### config.mk
export PLATFORM = sky130hd
export DESIGN_NAME = wbm_spi_ctrl
export DESIGN_NICKNAME = d
export VERILOG_FILES = /design/src/rtl/wbm_spi_pkg.sv /design/src/rtl/wbm_spi_timer.sv /design/src/rtl/wbm_spi_ctrl.sv
export SDC_FILE = /design/constraint.sdc
export NUM_CORES = 1
export LEC_CHECK = 0
export CAP_MARGIN = 40
export CORE_MARGIN = 4
export CORE_UTILIZATION = 45
export DETAILED_ROUTE_END_ITERATION = 12
export GPL_TIMING_DRIVEN = 0
export PLACE_DENSITY = 0.76
export SLEW_MARGIN = 20
export SYNTH_ARGS = -nofsm -noshare
export SYNTH_HDL_FRONTEND = slang
export SYNTH_SLANG_ARGS = --single-unit
### constraint.sdc
create_clock -name clk -period 2 [get_ports clk]
set_clock_uncertainty 0.15 [all_clocks]
set_input_delay 0.6 -clock clk [delete_from_list [all_inputs] [get_ports clk]]
set_output_delay 0.6 -clock clk [all_outputs]
set_load 0.01 [all_outputs]
### src/rtl/wbm_spi_pkg.sv
// wbm_spi_pkg: definitions shared by the SPI-to-Wishbone bridge.
//   - state_e         : controller FSM states
//   - STATUS_*        : status byte codes returned to the SPI host
//   - CMD_*           : bit positions inside the command byte
//   - term_status()   : maps a bus termination to its status code
package wbm_spi_pkg;

  typedef enum logic [2:0] {
    IDLE     = 3'd0,
    WDATA    = 3'd1,
    BUS      = 3'd2,
    RESP_ST  = 3'd3,
    RESP_DAT = 3'd4
  } state_e;

  localparam logic [7:0] STATUS_OK      = 8'h00;
  localparam logic [7:0] STATUS_BUSERR  = 8'hE1;
  localparam logic [7:0] STATUS_TIMEOUT = 8'hE2;

  localparam int CMD_WE_BIT  = 7;
  localparam int CMD_ADR_MSB = 6;

  // err dominates ack when both are sampled high in the same cycle;
  // with neither present the only remaining cause is the timeout.
  function automatic logic [7:0] term_status(input logic ack, input logic err);
    if (err)      return STATUS_BUSERR;
    else if (ack) return STATUS_OK;
    else          return STATUS_TIMEOUT;
  endfunction

endpackage

### src/rtl/wbm_spi_timer.sv
// wbm_spi_timer: bus-cycle watchdog.
//   clk, rst_n : clock, asynchronous active-low reset
//   clear_i    : forces the count to zero
//   en_i       : counts one BUS cycle
//   expired_o  : high in the TIMEOUT-th enabled cycle after a clear
module wbm_spi_timer #(
  parameter int TIMEOUT = 255
) (
  input  logic clk,
  input  logic rst_n,
  input  logic clear_i,
  input  logic en_i,
  output logic expired_o
);

  localparam logic [7:0] LAST_CNT = 8'(TIMEOUT - 1);

  logic [7:0] cnt_q;

  always_ff @(posedge clk or negedge rst_n) begin
    if (!rst_n) begin
      cnt_q <= 8'd0;
    end else if (clear_i) begin
      cnt_q <= 8'd0;
    end else if (en_i) begin
      cnt_q <= cnt_q + 8'd1;
    end
  end

  // Combinational so the abort happens in the same edge the count is reached.
  assign expired_o = en_i && (cnt_q == LAST_CNT);

endmodule

### src/rtl/wbm_spi_ctrl.sv
// wbm_spi_ctrl: turns SPI command bytes into single Wishbone classic cycles
// and returns a status byte (plus read data for successful reads).
//   clk, rst_n            : clock, asynchronous active-low reset
//   rx_valid/rx_data/rx_ready : incoming SPI bytes (command, optional data)
//   tx_valid/tx_data/tx_ready : outgoing response bytes
//   wb_*                  : Wishbone classic master port
module wbm_spi_ctrl
  import wbm_spi_pkg::*;
#(
  parameter int TIMEOUT = 255
) (
  input  logic       clk,
  input  logic       rst_n,
  input  logic       rx_valid,
  input  logic [7:0] rx_data,
  output logic       rx_ready,
  output logic       tx_valid,
  output logic [7:0] tx_data,
  input  logic       tx_ready,
  output logic       wb_cyc_o,
  output logic       wb_stb_o,
  output logic       wb_we_o,
  output logic [6:0] wb_adr_o,
  output logic [7:0] wb_dat_o,
  input  logic [7:0] wb_dat_i,
  input  logic       wb_ack_i,
  input  logic       wb_err_i
);

  state_e     state_q;
  logic       rx_ready_q;
  logic       tx_valid_q;
  logic [7:0] tx_data_q;
  logic       cyc_q;
  logic       we_q;
  logic [6:0] adr_q;
  logic [7:0] dat_q;
  logic [7:0] rd_q;
  logic       tmr_expired;

  // Counter is held at zero outside BUS, so every BUS entry starts from zero.
  wbm_spi_timer #(.TIMEOUT(TIMEOUT)) u_timer (
    .clk       (clk),
    .rst_n     (rst_n),
    .clear_i   (state_q != BUS),
    .en_i      (state_q == BUS),
    .expired_o (tmr_expired)
  );

  always_ff @(posedge clk or negedge rst_n) begin
    if (!rst_n) begin
      state_q    <= IDLE;
      rx_ready_q <= 1'b0;
      tx_valid_q <= 1'b0;
      tx_data_q  <= 8'd0;
      cyc_q      <= 1'b0;
      we_q       <= 1'b0;
      adr_q      <= 7'd0;
      dat_q      <= 8'd0;
      rd_q       <= 8'd0;
    end else begin
      case (state_q)
        IDLE: begin
          rx_ready_q <= 1'b1;
          if (rx_valid && rx_ready_q) begin
            we_q  <= rx_data[CMD_WE_BIT];
            adr_q <= rx_data[CMD_ADR_MSB:0];
            if (rx_data[CMD_WE_BIT]) begin
              state_q <= WDATA;
            end else begin
              state_q    <= BUS;
              cyc_q      <= 1'b1;
              rx_ready_q <= 1'b0;
            end
          end
        end
        WDATA: begin
          if (rx_valid && rx_ready_q) begin
            dat_q      <= rx_data;
            state_q    <= BUS;
            cyc_q      <= 1'b1;
            rx_ready_q <= 1'b0;
          end
        end
        BUS: begin
          if (wb_ack_i || wb_err_i || tmr_expired) begin
            cyc_q      <= 1'b0;
            tx_valid_q <= 1'b1;
            tx_data_q  <= term_status(wb_ack_i, wb_err_i);
            state_q    <= RESP_ST;
            if (wb_ack_i && !wb_err_i && !we_q) begin
              rd_q <= wb_dat_i;
            end
          end
        end
        RESP_ST: begin
          if (tx_ready) begin
            // tx_data_q still holds the status byte here.
            if (!we_q && (tx_data_q == STATUS_OK)) begin
              tx_data_q <= rd_q;
              state_q   <= RESP_DAT;
            end else begin
              tx_valid_q <= 1'b0;
              rx_ready_q <= 1'b1;
              state_q    <= IDLE;
            end
          end
        end
        RESP_DAT: begin
          if (tx_ready) begin
            tx_valid_q <= 1'b0;
            rx_ready_q <= 1'b1;
            state_q    <= IDLE;
          end
        end
        default: begin
          state_q    <= IDLE;
          cyc_q      <= 1'b0;
          tx_valid_q <= 1'b0;
          rx_ready_q <= 1'b0;
        end
      endcase
    end
  end

  assign rx_ready = rx_ready_q;
  assign tx_valid = tx_valid_q;
  assign tx_data  = tx_data_q;
  assign wb_cyc_o = cyc_q;
  assign wb_stb_o = cyc_q;
  assign wb_we_o  = we_q;
  assign wb_adr_o = adr_q;
  assign wb_dat_o = dat_q;

endmodule

[Word level (Yosys, flattened, before mapping)]
Cells that the tools add are included.
Operators by class
  add/sub/neg operators: 1
  equal/unequal tests: 14
  muxes and demuxes: 33
  bitwise gates (word level): 3
  reductions and logical operators: 23
Operators by type and width (count)
  $mux W8: 7
  $reduce_and A5 Y1: 4
  $mux W3: 6
  $ne A2 B2 Y1 const B: 8
  $pmux W8 S2: 1
  $pmux W3 S5: 1
  $mux W1: 14
  $add A8 B1 Y8 const B: 1
  $eq A8 B8 Y1 const B: 1
  $logic_not A8 Y1: 1
  $pmux W1 S4: 2
  $eq A3 B2 Y1 const B: 2
  $logic_and A1 B1 Y1: 5
  $pmux W1 S5: 1
  $reduce_and A2 Y1: 2
  $reduce_and A4 Y1: 1
  $reduce_bool A2 Y1: 2
  $reduce_or A2 Y1: 2
  $eq A3 B1 Y1 const B: 1
  $eq A3 B3 Y1 const B: 1
  $logic_not A3 Y1: 1
  $ne A3 B2 Y1 const B: 1
  $not A1 Y1: 3
  $reduce_and A3 Y1: 1
  3 further kinds: 5
Storage, ports and cells
  bits in registers: 46
  bits of input ports: 22
  output and inout bits: 28
  word-level logic and storage cells: 84

[Depth between registers and ports, before layout]
Gate-level depths: netlist of run 1.
  word-level depth: 5
  depth in mapped cells: 6
  mapped depth without buffers: 6

[By module]
A second synthesis of run 1 with hierarchy kept.
Second synthesis, totals
  cell total of the unflattened synthesis: 183
  area, all modules: 2202.1 um^2
By module, submodules not included
  wbm_spi_ctrl: instances 1, cells each 142, area an instance 1790.5 um^2, seq. area each 950.9 um^2
  wbm_spi_timer: instances 1, cells each 41, area an instance 411.6 um^2, seq. area each 200.2 um^2

[Worst setup path after synthesis of run 1]
No wires, ideal clock.
  path type: register to register
  start: reg tx_data_q[2] (netlist: tx_data[2])
  end: reg tx_data_q[0] (netlist: tx_data[0])
  setup time: 0.125 ns
  data arrival time: 1.866 ns
  required time: 1.725 ns
  path slack: -0.141 ns
  cell stages (with the launch flop): 5
  path buffers: 0
  period minus slack after synthesis: 2.141 ns
  path through: dfrtp_1 > nor4_1 > nand3_1 > a2111oi_4 > mux2_2
Between the ends
  cells in the longest elaborated chain, start to end: 4
RTL lines
  start: declaration: RTL line wbm_spi_ctrl.sv:33  | logic [7:0] tx_data_q;
  start signal: assignment: RTL line wbm_spi_ctrl.sv:89  | tx_data_q <= term_status(wb_ack_i, wb_err_i);
  start signal: assignment: RTL line wbm_spi_ctrl.sv:100  | tx_data_q <= rd_q;
  $logic_not A8 Y1: RTL line wbm_spi_ctrl.sv:99  | if (!we_q && (tx_data_q == STATUS_OK)) begin
  $logic_and A1 B1 Y1: RTL line wbm_spi_ctrl.sv:99
  $ne A2 B2 Y1 (no line)
  $reduce_and A4 Y1 (no line)
No other way between the ends.
A chain may end at the register's enable or synchronous reset.

[Final worst setup path of run 1]
  start: reg state_q[0]
  end: reg rd_q[5]
Between the ends
  cells in the longest elaborated chain, start to end: 4
RTL lines
  start: declaration: RTL line wbm_spi_ctrl.sv:30  | state_e state_q;
  start signal: assignment: RTL line wbm_spi_ctrl.sv:52  | state_q <= IDLE;
  start signal: assignment: RTL line wbm_spi_ctrl.sv:69  | state_q <= WDATA;
  start signal: assignment: RTL line wbm_spi_ctrl.sv:71  | state_q <= BUS;
  $eq A3 B2 Y1 *: RTL line wbm_spi_ctrl.sv:46, wbm_spi_ctrl.sv:62
  $logic_and A1 B1 Y1: RTL line wbm_spi_timer.sv:31  | assign expired_o = en_i && (cnt_q == LAST_CNT);
  $logic_or A1 B1 Y1: RTL line wbm_spi_ctrl.sv:86  | if (wb_ack_i || wb_err_i || tmr_expired) begin
  $reduce_and A3 Y1 (no line) *
  end signal: assignment: RTL line wbm_spi_ctrl.sv:92  | rd_q <= wb_dat_i;
  end: declaration: RTL line wbm_spi_ctrl.sv:38  | logic [7:0] rd_q;
Every way passes the cells marked *; elsewhere a longest branch is shown, timed or not.

==> impl_results.md, run 1 <==
* Outcome: finished, violations left
* Failing checks: negative setup slack
* Sw Share at 0.327
* Top delay family on crit path: simple AND/OR/NAND/NOR gates
* Placed Cells at 278
* Headroom to the max-slew limit at 0.685
* Critical Path, Cell by Cell: or3b_4 > or4b_4 > mux2_4
* Cells after Synth at around 180
* Tcrit/Tclk final at 1.05
* Routed wl met3 at between 150 and 200 µm
* Share of cells above drive strength 1 at 0.311
* Max Cap Viol at 0
* Initial antenna violation count at 0
* Final wirelength at 4840 µm
* DRC viols at 0
* Routed wire length per instance at 16.3 µm
* CTS H-tree lvls at 2
* Crit Path Class: flip-flop to flip-flop
* Synth area leaders: dfrtp_1 (53%), mux2_2 (12%), mux2_4 (5.5%), nor2_1 (2.8%), xor2_1 (2.0%)
* Final Non-Filler Cells at approximately 300
* Syn nets at 200
* Internal at just over 3 mW
* Iter 0 DRT Violations at ~130
* Maximum vdd drop at approximately 800 µV
* Die ar. at between 5000 and 6000 µm²
* First-pass GRT wire length at ~7800 µm
* Largest net degree at the start of global routing at 28
* Lkg Pwr at roughly 1.5 nW
* Post-synth top area share at 0.531
* Ys async rst share at 1.00
* Critical Path AT at around 2.1 ns
* Avg Cell Area, Syn at approximately 12 µm²
* Cell Rows at 24
* CP startpoint kind: flip-flop
* Diodes inserted at 0
* Worst slew pin tran at around 0.47 ns
* Max-slew violation count at 0
* Final number of hold-violating endpoints at 0
* Clk slew on worst S/H paths at around 0.090 ns
* Initial Util at 0.481
* CP bufs+invs at 0
* Vias in the first global route at 1,621
* Period minus WS final at ~2.1 ns
* CP Capture Type: flip-flop
* CP Max Fanout at 8
* Seq cells post-synth at between 40 and 50
* Ys flop type: dfrtp_1
* Synth warn at 0
* Max Fclk at roughly 480 MHz
* Share of total power in the clock network at 0.182
* Port bufs at 49
* First-pass DRT Iterations at 4
* Worst skew pair latency at just over 0.3 ns
* Register area share after synthesis at 0.531
* Met1 WL at between 2000 and 2500 µm
* Multi-input combinational cell area at around 1000 µm²
* GR Util All Layers at 0.166
* Crit-path slowest cell: or4b_4
* TritonCTS Buffers at 5
* Area of the mapped netlist at 2170 µm²
* DIE HEIGHT at 77.4 µm
* Synth cell types at 40
* Antenna-violating nets left at 0
* RSZ-0062 raised after global routing: yes
* Area Overhead vs Synth at 41.4%
* Core Region at around 4500 µm²
* Setup ws final at -0.0974 ns
* Clock sinks at 46
* Final Setup Violations at 14
* Number of synthesized flops with an enable pin at 0
* I/O pins at 50
* TritonCTS clock tree: built
* Vias per inst at 5.42
* Max Root-Sink Buffers at 2
* Net Switching at 1.49 mW
* Nets at 267
* Gate power share at 0.472
* Clk root buf: clkbuf_8
* Required @ worst endpoint at between 2 and 2.5 ns
* Leading area contributor after synthesis: dfrtp_1
* Gp weighted congestion at 0.759
* Worst slack, placed at -0.745 ns
* Final TNS setup at -0.972 ns
* Power Density at ~1500 nW/µm²
* Top Layer Used: met4
* Die width at 77.4 µm
* Sequential power share at 0.346
* GRT overflow at 0
* Slowest cell delay on critical path at between 0.6 and 0.7 ns
* Min-delay worst type: input port to asynchronous set/reset pin
* Filler instances at 338
* Vias at about 1,600
* FF+latch area at about 1200 µm²
* Wire length on met2 at between 2000 and 3000 µm
* Final HPWL DP at approximately 3200 µm
==> cell type report <==
type                    instances  area share
repair buffers                 63       0.208
flip-flops and latches         46       0.377
clock inverters                 3      0.0224
well taps                      52      0.0212
multi-input cells             113       0.328
clock buffers                   5      0.0224
plain buffers                   5      0.0106
inverters                       9      0.0110
==> logic make-up after synthesis <==
| kind of cell | share of synthesized area |
|---|---|
| adder cells (fa/ha/maj) | 0.0115 |
| buffers and inverters | 0.0381 |
| AND/OR/NAND/NOR | 0.121 |
| XOR/XNOR | 0.0242 |
| multiplexers | 0.199 |
| AO/OA/AOI/OAI | 0.0756 |
| flip-flops | 0.531 |
==> state kept, by name, summed over array words and instances (netlist names) <==
name	flops
tx_valid	1
wb_adr_o	7
wb_dat_o	8
rx_ready	1
state_q	3
u_timer.cnt_q	8
tx_data	8
wb_cyc_o	1
rd_q	8
wb_we_o	1
==> synthesized netlist by cell type, types with 2 or more instances <==
master    number
dfrtp_1       46
nand3b_1       4
a211o_1        2
inv_1          9
ha_1           2
mux2i_1        4
clkbuf_1       5
nand2b_1       2
buf_6          2
xor2_1         5
mux2_4         8
a31oi_1        2
nor2_1        16
mux2_2        24
o21ai_0        6
nor2b_1        2
and3_1         3
a21oi_1        2
nor3_1         2
nand2_1        7
nand3_1        4
==> stage by stage <==
| stage | hold WS (ns) | utilization | instance area [µm²] | total power, mW |
|---|---|---|---|---|
| 6_report | 0.0905 | 0.681 | 3070 | 4.55 |
| 2_1_floorplan | 0.154 | - | 2180 | 2.71 |
| 4_1_cts | 0.0953 | 0.661 | 2980 | 4.53 |
| 3_3_place_gp | 0.338 | 0.607 | 2740 | 3.52 |
| 5_1_grt | 0.103 | 0.681 | 3070 | 4.84 |
| 3_5_place_dp | 0.338 | 0.611 | 2750 | 3.57 |
==> power groups by stage <==
stage / clock network, mW / logic (mW) / registers (mW)
after floorplan: 0 / 1.02 / 1.69
after global placement: 0 / 1.92 / 1.60
after detailed placement: 0 / 1.95 / 1.61
after CTS: 0.840 / 2.11 / 1.58
after global routing: 0.884 / 2.32 / 1.63
final: 0.830 / 2.15 / 1.57
==> layer usage <==
layer | vias up | global-route usage
met3 | 11 | 0.0475
met5 | - | 0
met2 | 38 | 0.286
li1 | 752 | -
met4 | 0 | 0.0534
met1 | 802 | 0.202
==> repair_timing <==
item / 4_1_cts / 5_1_grt
pin swaps: 6 / 4
buffers inserted: 12 / 1
gates resized for setup: 26 / 31
hold buffers: 0 / 0
endpoints found under the setup margin: 36 / 48
==> final timing paths <==
kind | start | to | slack [ns] | cells past startpoint
max in group asynchronous | rst_n | u_timer.cnt_q[1]$_DFF_PN0_ | 1.09 | 2
min reg2reg | wb_adr_o[3]$_DFFE_PN0P_ | wb_adr_o[3]$_DFFE_PN0P_ | 0.35 | 1
min | rst_n | wb_dat_o[6]$_DFFE_PN0P_ | 0.09 | 1
max reg2reg | state_q[0]$_DFFE_PN0P_ | rd_q[5]$_DFFE_PN0P_ | -0.1 | 3
min in group clk | wb_adr_o[3]$_DFFE_PN0P_ | wb_adr_o[3]$_DFFE_PN0P_ | 0.35 | 1
max | state_q[0]$_DFFE_PN0P_ | rd_q[5]$_DFFE_PN0P_ | -0.1 | 3
==> cell usage in the layout (no fill, tap or decap), types with 2 or more instances in the layout <==
cell              n
buf_2             3
nand2_1           5
nand2_2           2
clkbuf_8          5
buf_4            10
mux2i_1           4
dfrtp_1          43
ha_1              2
inv_1             9
dlymetal6s2s_1   13
and3_4            2
o21ai_0           6
dfrtp_2           3
a31oi_1           2
clkdlybuf4s50_1  24
mux2_4           14
dlygate4sd2_1    11
mux2_2           18
a21oi_1           2
nor3_1            2
bufinv_16         2
nor2_1           14
xor2_1            5
nand2b_1          2
nor2_2            2
nand3b_1          4
nor2b_1           2
a211o_1           2
buf_6             5
nand3_1           4
==> worst reg2reg max path: stages (launching register included) <==
cell     delay [ns]
dfrtp_2        0.42
or3b_4         0.41
or4b_4         0.65
mux2_4         0.34
Power figures use the tool's default switching activity.
==> run 2, diff against run 1 <==
Settings changed: CORE_UTILIZATION 45 to 53, CTS_CLUSTER_DIAMETER from default to 40, PLACE_DENSITY 0.76 to 0.84, SKIP_CTS_REPAIR_TIMING from default to 1.
Clock period 2 ns to 2.5 ns, I/O delays scaled along.
==> run 2 against run 1 <==
Effect of this change: the flow now finishes without violations; power down 25%; sequential power is 18% lower; sequential share of layout area is 2.6 points higher; global-route usage up 2.1 points; flip-flop and latch count did not move; die area down 14%; count of clock-buffer cells in the layout up 1; cell count fell by 4.7%; core utilization is 7.1 points higher; largest cell class unchanged; highest routed layer unchanged; non-clock buffer count decreased by 9; design area shrank 6.8%; worst setup slack improved by 0.15 ns.
==> impl_results.md, run 2 (synthesis results as in run 1) <==
* Outcome: completed
* CP Capture Type: flip-flop
* Filler instances at 264
* Most frequent cells in the layout: clkdlybuf4s50_1 (48), dfrtp_1 (46), mux2_2 (24)
* Min-delay worst type: input port to asynchronous set/reset pin
* Critical Path AT at roughly 2.5 ns
* DRC viols at 0
* GRT overflow at 0
* Headroom to the max-slew limit at 0.683
* Die ar. at just over 5000 µm²
* Largest net degree at the start of global routing at 29
* Area Overhead vs Synth at 31.8%
* Initial Util at 0.571
* Die width at between 70 and 80 µm
* TritonCTS Buffers at 5
* Clk slew on worst S/H paths at roughly 0.090 ns
* Crit Path Class: input port to flip-flop
* Power Density at roughly 1200 nW/µm²
* Post-layout util at 0.752
* DIE HEIGHT at about 70 µm
* Final HPWL DP at about 3300 µm
* Final number of hold-violating endpoints at 0
* Vias per inst at approximately 5.5
* Period minus WS final at about 2.4 ns
* Nets at 258
* I/O pins at 50
* Worst skew pair latency at approximately 0.30 ns
* Clock sinks at 46
* Initial antenna violation count at 0
* Clk root buf: clkbuf_8
* Final Non-Filler Cells at roughly 280
* Port bufs at between 40 and 50
* Max Cap Viol at 0
* First-pass GRT wire length at about 7600 µm
* TritonCTS clock tree: built
* Max Fclk at approximately 410 MHz
* RSZ-0062 raised after global routing: no
* Placed Cells at around 270
* Most common cell after layout, fill and taps aside: clkdlybuf4s50_1
* Maximum vdd drop at 751 µV
* Share of cells above drive strength 1 at 0.218
* Placed Instance Area at ~2700 µm²
* Cell Rows at 22
* Hold slack at about 0.24 ns
* Vias at between 1,500 and 2,000
* CP startpoint kind: input port
* Lkg Pwr at between 1 and 1.5 nW
* Antenna-violating nets left at 0
* Routed wire length per instance at between 15 and 20 µm
* Gp weighted congestion at ~0.83
* Diodes inserted at 0
* GR Util All Layers at 0.187
* Setup ws final at around 0.054 ns
* Worst slew pin tran at between 0.4 and 0.5 ns
* Final wirelength at between 4000 and 5000 µm
* Max-slew violation count at 0
* Tcrit/Tclk final at 0.979
* Multi-input combinational cell area at between 900 and 1000 µm²
* Iter 0 DRT Violations at roughly 130
* Core Region at 3800 µm²
* CP Max Fanout at 7
* Fin area at approximately 2900 µm²
* Required @ worst endpoint at 2.53 ns
* Vias in the first global route at ~1,600
* First-pass DRT Iterations at 4
* Worst slack, placed at -0.375 ns
* Max Root-Sink Buffers at 2
* CTS H-tree lvls at 2
* Final Setup Violations at 0
* FF+latch area at 1150 µm²
-- run 2: cell count changes in the layout (fill, tap and decap cells not counted), sizes merged, moves of 4 or more --
cell,before,now
clkbuf,6,10
dlymetal6s2s,13,0
clkdlybuf4s50,24,48
dlygate4sd2,11,0
buf,19,7
-- run 2: through the flow --
stage	total power, mW	setup TNS [ns]
floorplan	2.15	0
global placement	2.79	-35.80
detailed placement	2.84	-4.77
CTS	3.41	-0.173
global route	3.63	0
finish	3.40	0
-- run 2: cell type report --
class,count,area share
buffer,7,0.0158
clock buffer,6,0.0289
clock inverter,1,0.0105
inverter,9,0.0118
multi-input combinational,113,0.327
sequential,46,0.403
tap,48,0.0210
timing repair buffer,52,0.182
-- run 2: path summary, 6_finish.rpt --
kind                                               from                         end  slack, ns  depth (start not counted)
worst min-delay path                              rst_n  u_timer.cnt_q[7]$_DFF_PN0_       0.24                          1
worst max register to register   state_q[0]$_DFFE_PN0P_         rd_q[3]$_DFFE_PN0P_       0.25                          5
min in group clk                wb_dat_o[2]$_DFFE_PN0P_     wb_dat_o[2]$_DFFE_PN0P_       0.36                          1
worst max-delay path                           wb_err_i      tx_data[2]$_DFFE_PN0P_       0.05                          6
worst min register to register  wb_dat_o[2]$_DFFE_PN0P_     wb_dat_o[2]$_DFFE_PN0P_       0.36                          1
max in group asynchronous                         rst_n      tx_data[2]$_DFFE_PN0P_       1.47                          2
-- run 2: report_power, final --
part / internal (mW) / leakage (nW) / switching [mW] / total, mW
Sequential: 1.06 / 0.572 / 0.223 / 1.28
Clock: 0.320 / 0.0573 / 0.234 / 0.554
Combinational: 0.927 / 0.662 / 0.639 / 1.57
Total: 2.30 / 1.29 / 1.10 / 3.40
-- run 2: worst max-delay path, stage by stage --
cell and delay [ns]:
clkdlybuf4s50_1 0.45, or2_2 0.36, a211oi_4 0.39, a2111oi_4 0.05
buf_4 0.19, mux2_2 0.28
-- run 2: per-layer routing --
metal,GRT usage,wire [µm]
met1,0.239,1840
met2,0.316,2210
met3,0.0554,265
met4,0.0376,36
met5,0,0
